<file path="config.mk">
export PLATFORM = sky130hd
export DESIGN_NAME = hazard_ctrl
export DESIGN_NICKNAME = d
export VERILOG_FILES = /design/src/rtl/hazard_ctrl.sv
export SDC_FILE = /design/constraint.sdc
export NUM_CORES = 1
export LEC_CHECK = 0
export CORE_ASPECT_RATIO = 1.1
export CORE_MARGIN = 1
export CORE_UTILIZATION = 47
export DETAILED_ROUTE_END_ITERATION = 8
export PLACE_DENSITY = 0.87
export SLEW_MARGIN = 20
export SYNTH_ARGS = -nofsm -noshare
export SYNTH_HDL_FRONTEND = slang
export SYNTH_SLANG_ARGS = --single-unit
export TNS_END_PERCENT = 1
</file>
<file path="constraint.sdc">
create_clock -name clk -period 2.8 [get_ports clk]
set_clock_uncertainty 0.2 [all_clocks]
set_input_delay 0.56 -clock clk [delete_from_list [all_inputs] [get_ports clk]]
set_output_delay 0.56 -clock clk [all_outputs]
set_load 0.05 [all_outputs]
</file>
<file path="src/rtl/hazard_ctrl.sv">
// rtl/hazard_ctrl.sv - 5-stage pipeline hazard, forwarding and memory-wait controller
module hazard_ctrl #(
  parameter int MEM_TIMEOUT = 255,
  parameter int CNT_W       = 16
) (
  input  logic             clk,
  input  logic             rst_n,
  input  logic [4:0]       RsD,
  input  logic [4:0]       RtD,
  input  logic [4:0]       RsE,
  input  logic [4:0]       RtE,
  input  logic [4:0]       WriteRegE,
  input  logic [4:0]       WriteRegM,
  input  logic [4:0]       WriteRegW,
  input  logic             RegWriteE,
  input  logic             RegWriteM,
  input  logic             RegWriteW,
  input  logic             MemtoRegE,
  input  logic             MemtoRegM,
  input  logic             BranchD,
  input  logic             PCSrcD,
  input  logic             JumpD,
  input  logic             MemReqM,
  input  logic             MemReadyM,
  output logic             StallF,
  output logic             StallD,
  output logic             StallE,
  output logic             StallM,
  output logic             FlushD,
  output logic             FlushE,
  output logic             FlushW,
  output logic [1:0]       ForwardAE,
  output logic [1:0]       ForwardBE,
  output logic             ForwardAD,
  output logic             ForwardBD,
  output logic             MemErr,
  output logic [CNT_W-1:0] StallCycles
);

  typedef enum logic [1:0] {S_IDLE, S_WAIT, S_ERR} state_t;

  localparam logic [15:0] TO_LAST = 16'(MEM_TIMEOUT - 1);

  state_t            r_state, w_state_nxt;
  logic [15:0]       r_wait_cnt, w_wait_cnt_nxt;
  logic [CNT_W-1:0]  r_stall_cnt;
  logic              w_memstall, w_lwstall, w_brstall;

  // register 0 is hard-wired zero, so a match on it is never a dependency
  function automatic logic f_hit(input logic [4:0] a, input logic [4:0] b);
    return (a != 5'd0) && (a == b);
  endfunction

  always_ff @(posedge clk or negedge rst_n) begin
    if (!rst_n) begin
      r_state    <= S_IDLE;
      r_wait_cnt <= 16'd0;
    end else begin
      r_state    <= w_state_nxt;
      r_wait_cnt <= w_wait_cnt_nxt;
    end
  end

  // timeout fires on the MEM_TIMEOUT-th WAIT cycle; a same-cycle ready still wins
  always_comb begin
    w_state_nxt    = r_state;
    w_wait_cnt_nxt = r_wait_cnt;
    w_memstall     = 1'b0;
    case (r_state)
      S_IDLE: begin
        if (MemReqM && !MemReadyM) begin
          w_memstall     = 1'b1;
          w_state_nxt    = S_WAIT;
          w_wait_cnt_nxt = 16'd0;
        end
      end
      S_WAIT: begin
        w_wait_cnt_nxt = r_wait_cnt + 16'd1;
        if (MemReadyM) begin
          w_state_nxt = S_IDLE;
        end else begin
          w_memstall = 1'b1;
          if (r_wait_cnt == TO_LAST) w_state_nxt = S_ERR;
        end
      end
      S_ERR:   w_memstall = 1'b1;
      default: w_state_nxt = S_IDLE;
    endcase
  end

  assign w_lwstall = MemtoRegE && RegWriteE &&
                     (f_hit(RsD, WriteRegE) || f_hit(RtD, WriteRegE));
  assign w_brstall = BranchD &&
                     ((RegWriteE && (f_hit(RsD, WriteRegE) || f_hit(RtD, WriteRegE))) ||
                      (MemtoRegM && (f_hit(RsD, WriteRegM) || f_hit(RtD, WriteRegM))));

  always_comb begin
    StallF    = 1'b0;
    StallD    = 1'b0;
    StallE    = 1'b0;
    StallM    = 1'b0;
    FlushD    = 1'b0;
    FlushE    = 1'b0;
    FlushW    = 1'b0;
    ForwardAE = 2'b00;
    ForwardBE = 2'b00;
    ForwardAD = 1'b0;
    ForwardBD = 1'b0;
    if (!rst_n) begin
      FlushD = 1'b1;
      FlushE = 1'b1;
      FlushW = 1'b1;
    end else begin
      if (RegWriteM && f_hit(RsE, WriteRegM))      ForwardAE = 2'b10;
      else if (RegWriteW && f_hit(RsE, WriteRegW)) ForwardAE = 2'b01;
      if (RegWriteM && f_hit(RtE, WriteRegM))      ForwardBE = 2'b10;
      else if (RegWriteW && f_hit(RtE, WriteRegW)) ForwardBE = 2'b01;
      ForwardAD = RegWriteM && f_hit(RsD, WriteRegM);
      ForwardBD = RegWriteM && f_hit(RtD, WriteRegM);
      if (w_memstall) begin
        StallF = 1'b1;
        StallD = 1'b1;
        StallE = 1'b1;
        StallM = 1'b1;
        FlushW = 1'b1;
      end else if (w_lwstall || w_brstall) begin
        StallF = 1'b1;
        StallD = 1'b1;
        FlushE = 1'b1;
      end else if (PCSrcD || JumpD) begin
        FlushD = 1'b1;
      end
    end
  end

  always_ff @(posedge clk or negedge rst_n) begin
    if (!rst_n) begin
      r_stall_cnt <= '0;
    end else if (StallF && (r_stall_cnt != {CNT_W{1'b1}})) begin
      r_stall_cnt <= r_stall_cnt + 1'b1;
    end
  end

  assign MemErr      = (r_state == S_ERR);
  assign StallCycles = r_stall_cnt;

endmodule

</file>
==> flow_metrics.env, run 1 <==
export IMPL_p_leak_nw=1.50
export IMPL_cts_root_buffer="clkbuf_8"
export IMPL_detail_route_antenna_nets=0
export IMPL_routed_wl_um=7520
export IMPL_worstMarginPinSlew_ns=1.14
export IMPL_synth_seq_cells=34
export IMPL_cts_tree="done"
export IMPL_p_total_mw=1.61
export IMPL_ioPinCount=77
export IMPL_cap_violations=0
export IMPL_setup_tns_ns=-0.0169
export IMPL_multi_input_area_um2=1590
export IMPL_finalWorstSetupSlack_ns=-0.0169
export IMPL_avgSynthCellArea_um2=8.68
export IMPL_drive_above_1_share_pct=23.7
export IMPL_grt_pass1_vias=2597
export IMPL_via_per_inst=5.95
export IMPL_cp_end_kind="primary output"
export IMPL_dieWidth_um=69.7
export IMPL_swShare_pct=37.5
export IMPL_numCtsBuffers=5
export IMPL_overflow=0
export IMPL_syn_instance_count=273
export IMPL_dieArea_um2=5330
export IMPL_synth_area_um2=2370
export IMPL_reg2reg_from="r_state[0]$_DFFE_PN0P_"
export IMPL_gp_congestion=0.870
export IMPL_placedCellCount=415
export IMPL_grt_max_degree=36
export IMPL_fmax_mhz=355
export IMPL_cp_startpoint="RtD[1]"
export IMPL_die_y_um=76.5
export IMPL_finalCritPeriodShare_pct=101
export IMPL_synth_compound_area_share_pct=12.1
export IMPL_start_util_pct=49.9
export IMPL_antenna_found_initial=0
export IMPL_post_route_util_pct=77.3
export IMPL_worst_setup_path_type="in2out"
export IMPL_dp_hpwl_um=5160
export IMPL_synthXorXnorAreaFrac_pct=20.3
export IMPL_fin_area_um2=3670
export IMPL_place_worst_setup_slack_ns=-0.367
export IMPL_firstDrtPassIters=4
export IMPL_powerDensity_nw_per_um2=438
export IMPL_rows=26
export IMPL_ir_drop_v=0.000325
export IMPL_port_buffers=76
export IMPL_status="complete, but fails checks"
export IMPL_n_fill_cell=308
export IMPL_worstSkewPairLatency_ns=0.29
export IMPL_clock_path_buffers=2
export IMPL_start_kind="primary input"
export IMPL_wire_per_inst_um=17.6
export IMPL_grt_usage_pct=28.2
export IMPL_grt_setup_unrepaired="yes"
export IMPL_hold_slack_ns=0.289
export IMPL_slew_viol_final=0
export IMPL_muxShareOfSynthArea_pct=0.475
export IMPL_place_area_um2=3480
export IMPL_grt_pass1_wl_um=12000
export IMPL_yosysSeqAreaShare_pct=35.9
export IMPL_layout_commonest_cell="xnor2_1"
export IMPL_stdcell_count=427
export IMPL_final_seq_area_um2=852
export IMPL_hp_start="r_wait_cnt[7]$_DFFE_PN0P_"
export IMPL_worstPathMaxFanout=3
export IMPL_area_delta_synth_final_pct=54.9
export IMPL_p_switching_uw=603
export IMPL_synth_top_family_by_area="simple AND/OR/NAND/NOR gates"
export IMPL_ys_types=36
export IMPL_path_clk_slew_ns=0.06
export IMPL_mostFrequentLayoutCells="35 x xnor2_1, 33 x dfrtp_1, 30 x clkdlybuf4s50_1, 27 x buf_4, 26 x o21ai_0"
export IMPL_synth_simple_area_share_pct=25.9
export IMPL_synth_fa_ha_area_share_pct=1.58
export IMPL_cts_max_level=2
export IMPL_yosysWarnings=0
export IMPL_antenna_cells=0
export IMPL_required_ns=2.04
export IMPL_crit_arrival_ns=2.06
export IMPL_p_seq_share_pct=37.0
export IMPL_min_period_ns=2.82
export IMPL_cts_sinks=34
export IMPL_min_path_type="reg2reg"
export IMPL_route_vias_total=2540
export IMPL_syn_num_nets=323
export IMPL_power_frac_comb_pct=39.4
export IMPL_finalSetupViolCount=1
export IMPL_fin_nets=420
export IMPL_first_iter_violations=267
export IMPL_drc=0
export IMPL_coreArea_um2=4750
export IMPL_maxSlewHeadroom_pct=23.7
export IMPL_violations="setup timing"
export IMPL_internal_power_mw=1.00
export IMPL_clkPwrFrac_pct=23.6
export IMPL_hold_violations=0
final timing paths:
path | end | slack, ns | cells past startpoint
max | FlushE | -0.02 | 9
min | r_wait_cnt[7]$_DFFE_PN0P_ | 0.29 | 1
max reg2reg | StallCycles[1]$_DFFE_PN0P_ | 0.41 | 8
min reg2reg | r_wait_cnt[7]$_DFFE_PN0P_ | 0.29 | 1
max in group asynchronous | r_state[0]$_DFFE_PN0P_ | 1.70 | 2
min in group asynchronous | StallCycles[8]$_DFFE_PN0P_ | 0.37 | 2
power by group through the flow:
stage | combinational (mW) | clock, mW | sequential, mW
after global placement | 0.604 | 0 | 0.600
after global routing | 0.667 | 0.411 | 0.608
final | 0.633 | 0.378 | 0.595
after CTS | 0.626 | 0.388 | 0.596
after floorplan | 0.183 | 0 | 0.762
after detailed placement | 0.621 | 0 | 0.606
cells in the mapped netlist:
library cell	instances	area, um^2
buf_6	1	11.3
a31oi_1	6	37.5
o21bai_1	1	7.51
inv_1	2	7.51
and4_4	1	11.3
and2_1	8	50.1
nor3_1	10	50.1
or4_1	2	15.0
o31a_2	1	10.0
nor4b_1	1	8.76
and3_1	11	68.8
xor2_1	16	140
a211oi_1	1	7.51
o311ai_0	1	8.76
nand2b_1	2	12.5
a21o_1	1	7.51
or3_1	1	6.26
nor4_1	4	25.0
nand3_1	14	70.1
nand4_1	23	144
o21ai_0	26	130
nor2_1	17	63.8
xnor2_1	39	342
mux2_1	1	11.3
a21oi_1	6	30.0
a22o_1	2	17.5
clkbuf_1	10	37.5
o31ai_1	3	22.5
nand2_1	16	60.1
dfrtp_1	34	851
or2_1	1	6.26
and4b_1	1	10.0
a21oi_2	1	8.76
ha_1	3	37.5
buf_4	4	30.0
nor2b_1	2	12.5
registers in the layout (all words and copies together) (netlist names):
signal       cells
StallCycles     16
r_state          2
r_wait_cnt      16
area by class of cell:
class                      count  area share [%]
clock inverter                 2           0.341
timing repair buffer         105            28.7
sequential                    34            23.2
clock buffer                   6            2.25
inverter                       2           0.204
tap                           56            1.91
multi-input combinational    222            43.4
worst max-delay path: stages:
cell and delay [ns]:
dlygate4sd2_1 0.29, xor2_1 0.19, nor3_2 0.19, nand4_1 0.14, a21oi_2 0.21, buf_4 0.13
o21ai_0 0.07, nand2_1 0.13, buf_12 0.15
per-layer routing:
| layer | part of all wire (%) | up-vias | GRT usage, % |
|---|---|---|---|
| met3 | 6.8 | 20 | 7.67 |
| met4 | 2.9 | 0 | 14.0 |
| met2 | 54 | 108 | 51.9 |
| met1 | 36 | 1230 | 29.1 |
| met5 | 0 | - | 0 |
| li1 | - | 1182 | - |
repair_timing:
action                                  CTS  global route
hold buffers                              0             0
pin swaps                                18            13
hold endpoints to repair                  0             0
endpoints found under the setup margin   11             8
buffers inserted                          3             1
gates cloned                              0             0
gates resized for setup                  54            33
cell families after synthesis:
| logic type | Yosys count |
|---|---|
| flops | 34 |
| buf+inv | 17 |
| mux | 1 |
| simple gates | 114 |
| xor+xnor | 55 |
| compound gates | 49 |
| fa+ha+maj | 3 |
No activity file was read; power rests on OpenSTA's default activity.
==> inputs of run 2 (changes only) <==
Settings changed: ABC_CLOCK_PERIOD_IN_PS set to 2800.
==> results of run 2 <==
The final DEF is identical to that of run 1; final timing and power are the same.
